File: src/rtl/sklansky_result_display_if.sv
// Handshake bundle between the adder result source and sklansky_result_display.
// Optional HEX_DISPLAY_EN adds hex_sel, sampled together with load.
interface sklansky_result_display_if;
    logic [7:0] sum;
    logic       cout;
    logic       load;
    logic       busy;
    logic       valid;
`ifdef HEX_DISPLAY_EN
    logic       hex_sel;

    modport master (output sum, cout, load, hex_sel, input busy, valid);
    modport slave  (input sum, cout, load, hex_sel, output busy, valid);
`else
    modport master (output sum, cout, load, input busy, valid);
    modport slave  (input sum, cout, load, output busy, valid);
`endif
endinterface

File: src/rtl/sklansky_result_display.sv
// Captures the 9-bit adder result, converts it to BCD by double-dabble and scans it
// onto an active-low 3-digit 7-segment display. Optional feature macro: HEX_DISPLAY_EN.
module sklansky_result_display #(
    parameter int REFRESH_DIV = 16
) (
    input  logic                          clk,
    input  logic                          rst,
    sklansky_result_display_if.slave      bus,
    output logic [6:0]                    seg,
    output logic [3:0]                    an
);

    typedef enum logic {IDLE, CONV} state_t;

    state_t                 state;
    logic [8:0]             value;
    logic [11:0]            bcd;
    logic [11:0]            disp;
    logic [3:0]             shift_cnt;
    logic [REFRESH_DIV-1:0] refresh_cnt;
    logic [1:0]             digit_idx;
    logic                   busy_r;
    logic                   valid_r;
`ifdef HEX_DISPLAY_EN
    logic                   hex_mode;
`endif

    logic [11:0] adj_bcd;
    logic [11:0] next_bcd;
    logic [8:0]  next_value;
    logic [3:0]  digit_sel;
    logic        blank;
    logic [6:0]  seg_next;
    logic [3:0]  an_next;

    function automatic logic [3:0] add3(input logic [3:0] n);
        return (n >= 4'd5) ? n + 4'd3 : n;
    endfunction

    function automatic logic [6:0] seg_code(input logic [3:0] d);
        case (d)
            4'h0:    return 7'b1000000;
            4'h1:    return 7'b1111001;
            4'h2:    return 7'b0100100;
            4'h3:    return 7'b0110000;
            4'h4:    return 7'b0011001;
            4'h5:    return 7'b0010010;
            4'h6:    return 7'b0000010;
            4'h7:    return 7'b1111000;
            4'h8:    return 7'b0000000;
            4'h9:    return 7'b0010000;
`ifdef HEX_DISPLAY_EN
            4'hA:    return 7'b0001000;
            4'hB:    return 7'b0000011;
            4'hC:    return 7'b1000110;
            4'hD:    return 7'b0100001;
            4'hE:    return 7'b0000110;
            4'hF:    return 7'b0001110;
`endif
            default: return 7'b1111111;
        endcase
    endfunction

    // In hex mode the add-3 step is skipped, so nine plain shifts leave the raw value as three nibbles.
    always_comb begin
        adj_bcd = {add3(bcd[11:8]), add3(bcd[7:4]), add3(bcd[3:0])};
`ifdef HEX_DISPLAY_EN
        if (hex_mode)
            adj_bcd = bcd;
`endif
        next_bcd   = {adj_bcd[10:0], value[8]};
        next_value = {value[7:0], 1'b0};
    end

    always_comb begin
        case (digit_idx)
            2'd0:    digit_sel = disp[3:0];
            2'd1:    digit_sel = disp[7:4];
            default: digit_sel = disp[11:8];
        endcase
        blank = ((digit_idx == 2'd2) && (disp[11:8] == 4'd0)) ||
                ((digit_idx == 2'd1) && (disp[11:8] == 4'd0) && (disp[7:4] == 4'd0));
        seg_next = 7'b1111111;
        an_next  = 4'b1111;
        if (valid_r) begin
            an_next  = ~(4'b0001 << digit_idx);
            seg_next = blank ? 7'b1111111 : seg_code(digit_sel);
        end
    end

    always_ff @(posedge clk) begin
        if (rst) begin
            state       <= IDLE;
            value       <= '0;
            bcd         <= '0;
            disp        <= '0;
            shift_cnt   <= '0;
            refresh_cnt <= '0;
            digit_idx   <= '0;
            busy_r      <= 1'b0;
            valid_r     <= 1'b0;
            seg         <= 7'b1111111;
            an          <= 4'b1111;
`ifdef HEX_DISPLAY_EN
            hex_mode    <= 1'b0;
`endif
        end else begin
            refresh_cnt <= refresh_cnt + REFRESH_DIV'(1);
            if (refresh_cnt == '1)
                digit_idx <= (digit_idx == 2'd2) ? 2'd0 : digit_idx + 2'd1;
            seg <= seg_next;
            an  <= an_next;

            case (state)
                IDLE: begin
                    if (bus.load) begin
                        value     <= {bus.cout, bus.sum};
                        bcd       <= '0;
                        shift_cnt <= '0;
                        busy_r    <= 1'b1;
                        state     <= CONV;
`ifdef HEX_DISPLAY_EN
                        hex_mode  <= bus.hex_sel;
`endif
                    end
                end
                CONV: begin
                    bcd       <= next_bcd;
                    value     <= next_value;
                    shift_cnt <= shift_cnt + 4'd1;
                    // Ninth shift: commit the whole result at once so no partial digits show.
                    if (shift_cnt == 4'd8) begin
                        disp    <= next_bcd;
                        valid_r <= 1'b1;
                        busy_r  <= 1'b0;
                        state   <= IDLE;
                    end
                end
                default: state <= IDLE;
            endcase
        end
    end

    assign bus.busy  = busy_r;
    assign bus.valid = valid_r;

endmodule

File: src/flat_wrapper.sv
// flat-port wrapper written by rule: the top's interface ports become plain ports
module sklansky_result_display_flat 
#(
    parameter int REFRESH_DIV = 16
)
  (clk, rst, seg, an, bus_sum, bus_cout, bus_load, bus_busy, bus_valid);
  sklansky_result_display_if bus_i ();
  input  logic clk;
  input  logic rst;
  output logic [6:0] seg;
  output logic [3:0] an;
  input wire logic [$bits(bus_i.sum)-1:0] bus_sum;
  input wire logic [$bits(bus_i.cout)-1:0] bus_cout;
  input wire logic [$bits(bus_i.load)-1:0] bus_load;
  output wire logic [$bits(bus_i.busy)-1:0] bus_busy;
  output wire logic [$bits(bus_i.valid)-1:0] bus_valid;
  assign bus_i.sum = bus_sum;
  assign bus_i.cout = bus_cout;
  assign bus_i.load = bus_load;
  assign bus_busy = bus_i.busy;
  assign bus_valid = bus_i.valid;
  sklansky_result_display #(.REFRESH_DIV(REFRESH_DIV)) u_core (.clk(clk), .rst(rst), .bus(bus_i), .seg(seg), .an(an));
endmodule
File: config.mk
export PLATFORM = sky130hd
export DESIGN_NAME = sklansky_result_display_flat
export DESIGN_NICKNAME = d
export VERILOG_FILES = /design/src/rtl/sklansky_result_display_if.sv /design/src/rtl/sklansky_result_display.sv /design/src/flat_wrapper.sv
export SDC_FILE = /design/constraint.sdc
export NUM_CORES = 1
export LEC_CHECK = 0
export CORE_UTILIZATION = 54
export CTS_CLUSTER_SIZE = 8
export DETAILED_ROUTE_END_ITERATION = 6
export PLACE_DENSITY_LB_ADDON = 0.15
export SYNTH_ARGS = -nofsm -noshare
export SYNTH_HDL_FRONTEND = slang
export SYNTH_SLANG_ARGS = --single-unit
File: constraint.sdc
create_clock -name clk -period 2.5 [get_ports clk]
set_clock_uncertainty 0.1 [all_clocks]
set_input_delay 0.5 -clock clk [delete_from_list [all_inputs] [get_ports clk]]
set_output_delay 0.5 -clock clk [all_outputs]
set_load 0.02 [all_outputs]
Word level (Yosys, flattened, before mapping)

Memories as Yosys holds them, arrays and structs flattened. A register that Yosys moved wholly into a read port is not among the register bits.
Index checks and enable logic that the tools add are counted.

Multipliers: 0
Magnitude comparators: 3
Divide/modulo/power cells: 0
Shift-type cells: 1
Multiplexer cells: 17
Equality and inequality tests: 6
Reduce and logical (&&, ||, !) cells: 11
Bitwise gates (word level): 3
Add/sub/neg operators: 6

Operator list:

| kind                  | count |
|---|---|
| $pmux 12 s2           | 1 |
| $pmux 9 s2            | 1 |
| $add 16x1->16 const B | 1 |
| $eq 16x16->1 const B  | 1 |
| $pmux 4 s2            | 2 |
| $ge 4x3->1 const B    | 3 |
| $mux 12               | 1 |
| $mux 4                | 3 |
| $mux 9                | 1 |
| $add 4x2->4 const B   | 2 |
| $logic_not 4->1       | 2 |
| $add 4x1->4 const B   | 1 |
| $eq 4x4->1 const B    | 1 |
| $mux 1                | 4 |
| $ne 2x2->1 const B    | 2 |
| $not 4->4             | 1 |
| $pmux 1 s2            | 2 |
| $reduce_and 2->1      | 2 |
| $shl 1x2->4 const A   | 1 |
| $add 3x2->3 const B   | 1 |
| $logic_and 1x1->1     | 3 |
| $mux 3                | 1 |
| $reduce_or 3->1       | 1 |
| $add 2x1->2 const B   | 1 |
| 7 further kinds       | 8 |

Memories kept: 1
Bits in latches: 0
Bits in writable memories: 0
Logic and storage cells: 58
Input bits: 12
ROM bits: 112
Flip-flop bits (word level): 62

Memories:

| name            | depth | width | rd ports | clocked after Yosys merged registers in | wr ports | RTL line                      | RTL |
|---|---|---|---|---|---|---|---|
| (no name shown) | 16    | 7     | 1        | 1                                       | 0        | sklansky_result_display.sv:41 | `case (d)` |

Logic depth before layout (Yosys ltp)

Gate-level depths: netlist (run 1).

Word-level depth: 5
Mapped depth: 8
Depth with buffers taken out: 7

Least setup slack after synthesis (run 1)

No wires, ideal clock.

Kind: reg2reg
Start point: register u_core.refresh_cnt[0]
End point: register u_core.digit_idx[0]
Setup time: 0.128 ns
Required time: 2.272 ns
Arrival: 1.439 ns
Stages on the path, launching flop included: 7
Period minus slack after synthesis: 1.666 ns
Buffers on the path: 0
Path slack: 0.834 ns
Cell sequence: dfxtp_1 ha_1 nand3_2 nor4_4 and3_4 mux2i_1 nor2_1

Word-level cells in the longest chain between the ends: 1

RTL lines:

| what                   | RTL line                       | RTL |
|---|---|---|
| start, declared        | sklansky_result_display.sv:20  | `logic [REFRESH_DIV-1:0] refresh_cnt;` |
| start signal, assigned | sklansky_result_display.sv:108 | `refresh_cnt <= refresh_cnt + REFRESH_DIV'(1);` |
| $eq 16x16->1           | sklansky_result_display.sv:109 | `if (refresh_cnt == '1)` |
| end signal, assigned   | sklansky_result_display.sv:110 | `digit_idx <= (digit_idx == 2'd2) ? 2'd0 : digit_idx + 2'd1;` |
| end, declared          | sklansky_result_display.sv:21  | `logic [1:0] digit_idx;` |

Every way passes these cells.
A chain may end at the register's enable or synchronous reset.

Worst setup path in the final report (run 1)

Start point: register u_core.digit_idx[0]
End point: register u_core.seg[5]

Word-level cells in the longest chain between the ends: 5
Elaborated cells between the ends (all ways): 9
Classes of those cells: eq/ne (2); mux (1); reduce/logical (6)

RTL lines:

| what                             | RTL line                                                     | RTL |
|---|---|---|
| $eq 2x1->1                       | sklansky_result_display.sv:76, sklansky_result_display.sv:82 |  |
| $logic_and 1x1->1 (2 in series)  | sklansky_result_display.sv:82                                | `((digit_idx == 2'd1) && (disp[11:8] == 4'd0) && (disp[7:4] == 4'd0));` |
| $logic_or 1x1->1                 | sklansky_result_display.sv:81                                | `blank = ((digit_idx == 2'd2) && (disp[11:8] == 4'd0)) \|\|` |
| $reduce_or 3->1 (no source line) | -                                                            |  |
| end, declared                    | sklansky_result_display.sv:9                                 | `output logic [6:0] seg,` |

Several ways; a longest one is shown, not always the timed one.

==> results_dict.tcl, run 1 <==
set metrics [dict create \
    p_clk_share_pct 42.7 \
    final_cell_mix "dfxtp_1, nor2_1, a21oi_1" \
    antenna_found_initial 0 \
    num_vias 2477 \
    cts_hold_buffers 0 \
    power_frac_seq_pct 52.3 \
    area_delta_synth_final_pct 14.55 \
    synthFlopType "dfxtp_1" \
    grt-ovfl-total 0 \
    crit_family "flip-flops" \
    die_height_um 78.57 \
    placed_area_sq_mm 0.003423 \
    start_util_pct 56.79 \
    syn_nets 395 \
    r2r-start "u_core.digit_idx[0]" \
    crit_type "reg2reg" \
    switching_share_pct 22.28 \
    final_common_cell "dfxtp_1" \
    layout_setup_ws_ps 552.0 \
    grtUsageTotal_pct 19.80 \
    hold_path_class "reg2reg" \
    setup_violations 0 \
    p_leak_uw 0.001372 \
    post-route-period-util_pct 77.92 \
    slew_headroom_pct 56.92 \
    wl_per_cell_um 12.16 \
    p_int_uw 1680 \
    synth_area_sq_mm 0.003166 \
    die_w_um 78.57 \
    cpMaxStageDelayCell "dfxtp_1" \
    htreeDepth 3 \
    ctsResizeCount 0 \
    worstPathMaxFanout 11 \
    yosysWarnings 0 \
    clock_sinks 69 \
    fmax_ghz 0.5133 \
    drive_gt1_share_pct 7.089 \
    clk_pin_slew_ps 70 \
    dp_cells 451 \
    netlist_instances 371 \
    clockBufferDepth 2 \
    grt_first_pass_wirelength_um 9556 \
    min_period_ps 1948 \
    drt-total-wl_um 5678 \
    endpoint_kind "register" \
    synth-seq-cells 69 \
    crit_buf_inv 1 \
    drtIter0Drc 97 \
    cts-buffers-inserted 9 \
    cap_violations 0 \
    timing.rr.end "u_core.seg[5]" \
    required_ps 2620 \
    vias_per_cell 5.304 \
    die_area_sq_mm 0.006172 \
    r2r_slack_ps 550 \
    tns_ps 0 \
    nets 414 \
    reg2reg_depth 6 \
    tightestPinTransition_ps 645.6 \
    grt_pass1_vias 2208 \
    ant_nets 0 \
    io_buffers 24 \
    synth_cell_type_count 42 \
    io_pins 25 \
    ir_drop_uv 370.4 \
    setup.worst_path.start_class "register" \
    async_reset_ff_share_pct 0 \
    finalInstanceArea_sq_mm 0.003626 \
    power_density_mw_per_mm2 596.0 \
    clk_latency_ps 340 \
    drt_first_pass_iters 4 \
    hold_viol 0 \
    hpwl_um 3879 \
    post_cts_buffers 0 \
    rows 27 \
    drc_errors 0 \
    power_switching_uw 481.4 \
    gp_congestion 0.7871 \
    drv_slew 0 \
    core_area_sq_mm 0.005574 \
    pwr-share-comb_pct 5.0 \
    crit_path_max_incr_delay_ps 560 \
    pre_cts_ws_ps 457.0 \
    rsz0062_at_grt "no" \
    endpoint "u_core.seg[5]" \
    nFillCells 500 \
    cts_tree "done" \
    path_cells "mux2i_1 > o21a_1 > inv_1 > ha_1 > nor3_1 > o21ai_0" \
    grt_max_degree 46 \
    cts-root-buf "clkbuf_8" \
    cp.depth 6 \
    antenna_cells 0 \
    worstSetupStartpoint "u_core.digit_idx[0]" \
    final_cells 467 \
    synth_edf_count 0 \
    seq_area_frac_synth_pct 43.64 \
    syn_avg_cell_area_sq_um 8.532 \
    run_status "completed" \
    crit_arrival_ps 2060 \
]
-- metal layers --
metal,vias to the layer above,GRT usage (%),part of all wire [%]
met5,-,0,0
met4,0,11.30,2.1
met3,9,3.953,3.6
met2,46,32.52,46
met1,1124,23.98,48
li1,1298,-,-
-- worst min-delay path, stage by stage (launching register included) --
cell     delay (ps)
dfxtp_1         310
nand2_1          50
a21oi_1          50
-- worst min-delay path by stage --
stage	from	slack, ps	to	cells after the start
final	u_core.disp[2]	350	u_core.disp[2]	2
after global routing	u_core.disp[2]	370	u_core.disp[2]	2
after CTS	u_core.disp[2]	360	u_core.disp[2]	2
after detailed placement	u_core.disp[2]	350	u_core.disp[2]	2
after global placement	u_core.disp[2]	350	u_core.disp[2]	2
after floorplan	u_core.refresh_cnt[0]	330	u_core.refresh_cnt[0]	1
-- cell usage after synthesis (2+ instances only) --
library cell	number	share of area [%]
a211oi_1	4	0.95
a21o_1	2	0.47
a21oi_1	34	5.4
a311oi_1	2	0.55
and3_1	5	0.99
buf_1	4	0.47
buf_2	6	0.95
buf_6	2	0.71
clkbuf_1	8	0.95
dfxtp_1	69	44
ha_1	12	4.7
inv_1	13	1.5
mux2i_1	19	6.0
nand2_1	29	3.4
nand2b_1	5	0.99
nand3_1	13	2.1
nand3b_1	2	0.47
nand4_1	3	0.59
nor2_1	66	7.8
nor2b_1	2	0.40
nor3_1	17	2.7
nor3b_1	5	1.2
o21a_1	3	0.71
o21ai_0	11	1.7
o21ai_1	2	0.32
xnor2_1	11	3.0
xor2_1	7	1.9
-- kinds of logic (layout without fill, tap and decap cells) --
| group | Yosys count | in the layout | share of synthesized area, % |
|---|---|---|---|
| and+or+nand+nor | 157 | 157 | 24.31 |
| DFF | 69 | 69 | 43.64 |
| AOI/OAI and AO/OA | 63 | 63 | 11.70 |
| buffers and inverters | 33 | 57 | 4.624 |
| muxes | 19 | 19 | 6.008 |
| xor gates and xnor gates | 18 | 18 | 4.980 |
| adders and majority gates | 12 | 12 | 4.743 |
-- stage by stage --
stage	utilization (%)	power, uW	hold slack [ps]
after floorplan	-	1227	330.0
after global placement	61.41	1261	347.4
after detailed placement	61.41	1263	351.1
after CTS	65.05	2177	360.0
after global routing	65.05	2244	373.6
final	65.05	2161	354.8
-- state kept, by name, indices dropped and copies added, names as in the netlist --
name,flops
u_core.an,4
u_core.bcd,12
u_core.bus.busy,1
u_core.bus.valid,1
u_core.digit_idx,2
u_core.disp,12
u_core.refresh_cnt,16
u_core.seg,7
u_core.shift_cnt,4
u_core.state,1
u_core.value,9
-- power groups by stage --
stage               clock [uW]  sequential [uW]  combinational, uW
finish                     924             1130                108
global route               991             1130                122
CTS                        938             1130                109
detailed placement           0             1150                108
global placement             0             1150                107
floorplan                    0             1150               73.9
-- final cells by class --
type	count	area, sq um	share of cell area [%]
clock buffer	13	158.9	4.382
clock inverter	3	43.79	1.208
inverter	13	48.80	1.346
multi-input combinational	269	1638	45.17
sequential	69	1381	38.10
tap	72	90.09	2.484
timing repair buffer	28	265.3	7.315
Note: power is estimated with default switching activity, not from simulation.
==> run 2, diff against run 1 <==
Clock period 2.5 ns to 1.8 ns, I/O delays scaled along.
==> results_dict.tcl, run 2 (synthesis gave the netlist of run 1 again) <==
set metrics [dict create \
    grt_pass1_vias 2266 \
    grt_max_degree 59 \
    cpMaxStageDelayCell "clkdlybuf4s50_1" \
    top_register "u_core.refresh_cnt" \
    min_path_cells 3 \
    crit_path_max_incr_delay_ps 600 \
    gp_congestion 0.7974 \
    cts-buffers-inserted 9 \
    die_w_um 78.57 \
    final_common_cell "dfxtp_1" \
    worstSetupStartpoint "u_core.bus.busy" \
    worstPathMaxFanout 2 \
    top_regs "u_core.refresh_cnt x16, u_core.bcd x12, u_core.disp x12" \
    largest_reg_flops 16 \
    setup_violations 0 \
    area_delta_synth_final_pct 18.70 \
    layout.area.seq_sq_mm 0.001384 \
    hold_slack_ps 155.6 \
    cts_tree "done" \
    placed_area_sq_mm 0.003523 \
    grt-ovfl-total 0 \
    start_util_pct 56.79 \
    cts-root-buf "clkbuf_8" \
    drtIter0Drc 67 \
    clk_pin_slew_ps 70 \
    ir_drop_uv 609.2 \
    io_pins 25 \
    tightestPinTransition_ps 594.3 \
    power_density_mw_per_mm2 809.3 \
    cap_violations 0 \
    reg2reg_depth 7 \
    die_area_sq_mm 0.006172 \
    drv_slew 0 \
    hold_end "u_core.an[1]" \
    crit_type "reg2out" \
    nFillCells 500 \
    crit_family "buffers and inverters" \
    min_period_ps 1731 \
    hold_path_class "in2reg" \
    run_status "completed" \
    drive_gt1_share_pct 11.85 \
    grt_first_pass_wirelength_um 9867 \
    tns_ps 0 \
    power.total_uw 3041 \
    ant_nets 0 \
    num_vias 2515 \
    timing.rr.end "u_core.disp[2]" \
    io_buffers 24 \
    vias_per_cell 5.273 \
    p_leak_uw 0.001444 \
    post-route-period-util_pct 96.16 \
    rows 27 \
    nets 424 \
    min_from "rst" \
    drt-total-wl_um 5848 \
    drc_errors 0 \
    clockBufferDepth 2 \
    cts_hold_buffers 0 \
    hpwl_um 3935 \
    r2r_slack_ps 110 \
    slew_headroom_pct 60.38 \
    multiInputGateArea_sq_mm 0.001660 \
    crit_arrival_ps 1270 \
    path_cells "clkdlybuf4s50_1" \
    clock_sinks 69 \
    drt_first_pass_iters 4 \
    endpoint_kind "output pin" \
    fin_util_pct 67.41 \
    wl_per_cell_um 12.26 \
    antenna_cells 0 \
    clk_latency_ps 340 \
    hold_viol 0 \
    grtUsageTotal_pct 20.37 \
    finalInstanceArea_sq_mm 0.003757 \
    core_area_sq_mm 0.005574 \
    htreeDepth 3 \
    fmax_ghz 0.5777 \
    r2r-start "u_core.bcd[1]" \
    crit_buf_inv 1 \
    antenna_found_initial 0 \
    die_height_um 78.57 \
    final_cell_mix "dfxtp_1, nor2_1, a21oi_1" \
    setup.worst_path.start_class "register" \
    required_ps 1340 \
]
## run 2: worst max path at each step
| stage | to | slack [ps] | cells past startpoint |
|---|---|---|---|
| after CTS | u_core.seg[5] | 5 | 6 |
| final | bus_busy | 70 | 1 |
| after floorplan | u_core.digit_idx[0] | 130 | 6 |
| after global routing | u_core.disp[2] | -20 | 7 |
| after global placement | u_core.seg[5] | 60 | 6 |
| after detailed placement | u_core.seg[5] | 20 | 6 |
## run 2: cell type report
class,count,share of cell area (%)
multi-input combinational,269,44.19
sequential,69,36.83
timing repair buffer,38,9.690
clock buffer,12,4.396
tap,72,2.398
inverter,13,1.299
clock inverter,4,1.199
## run 2: metal layers
metal  wire length (um)  share of wire (%)  global-route usage [%]
met2               2762                 47                   33.30
met4                129                2.2                   11.85
met1               2782                 48                   24.71
met3                174                3.0                   4.070
met5                  0                  0                       0
## run 2: what timing repair did
item | CTS | global route
resized for setup | 1 | 9
setup buffers | 0 | 0
gates cloned | 0 | 0
setup endpoints to repair | 1 | 13
pin swaps | 0 | 1
## run 2: where the power goes
group / switching (uW) / internal, uW / total, uW / leakage, uW
Combinational: 89.4 / 75.3 / 165 / 0.000772
Sequential: 19.0 / 1550 / 1570 / 0.000560
Clock: 560 / 746 / 1310 / 0.000112
## run 2: stage by stage
step	cells	setup WS, ps
2_1_floorplan	371	133.6
3_3_place_gp	461	56.14
3_5_place_dp	461	20.69
4_1_cts	477	4.572
5_1_grt	477	-24.71
6_report	477	69.10
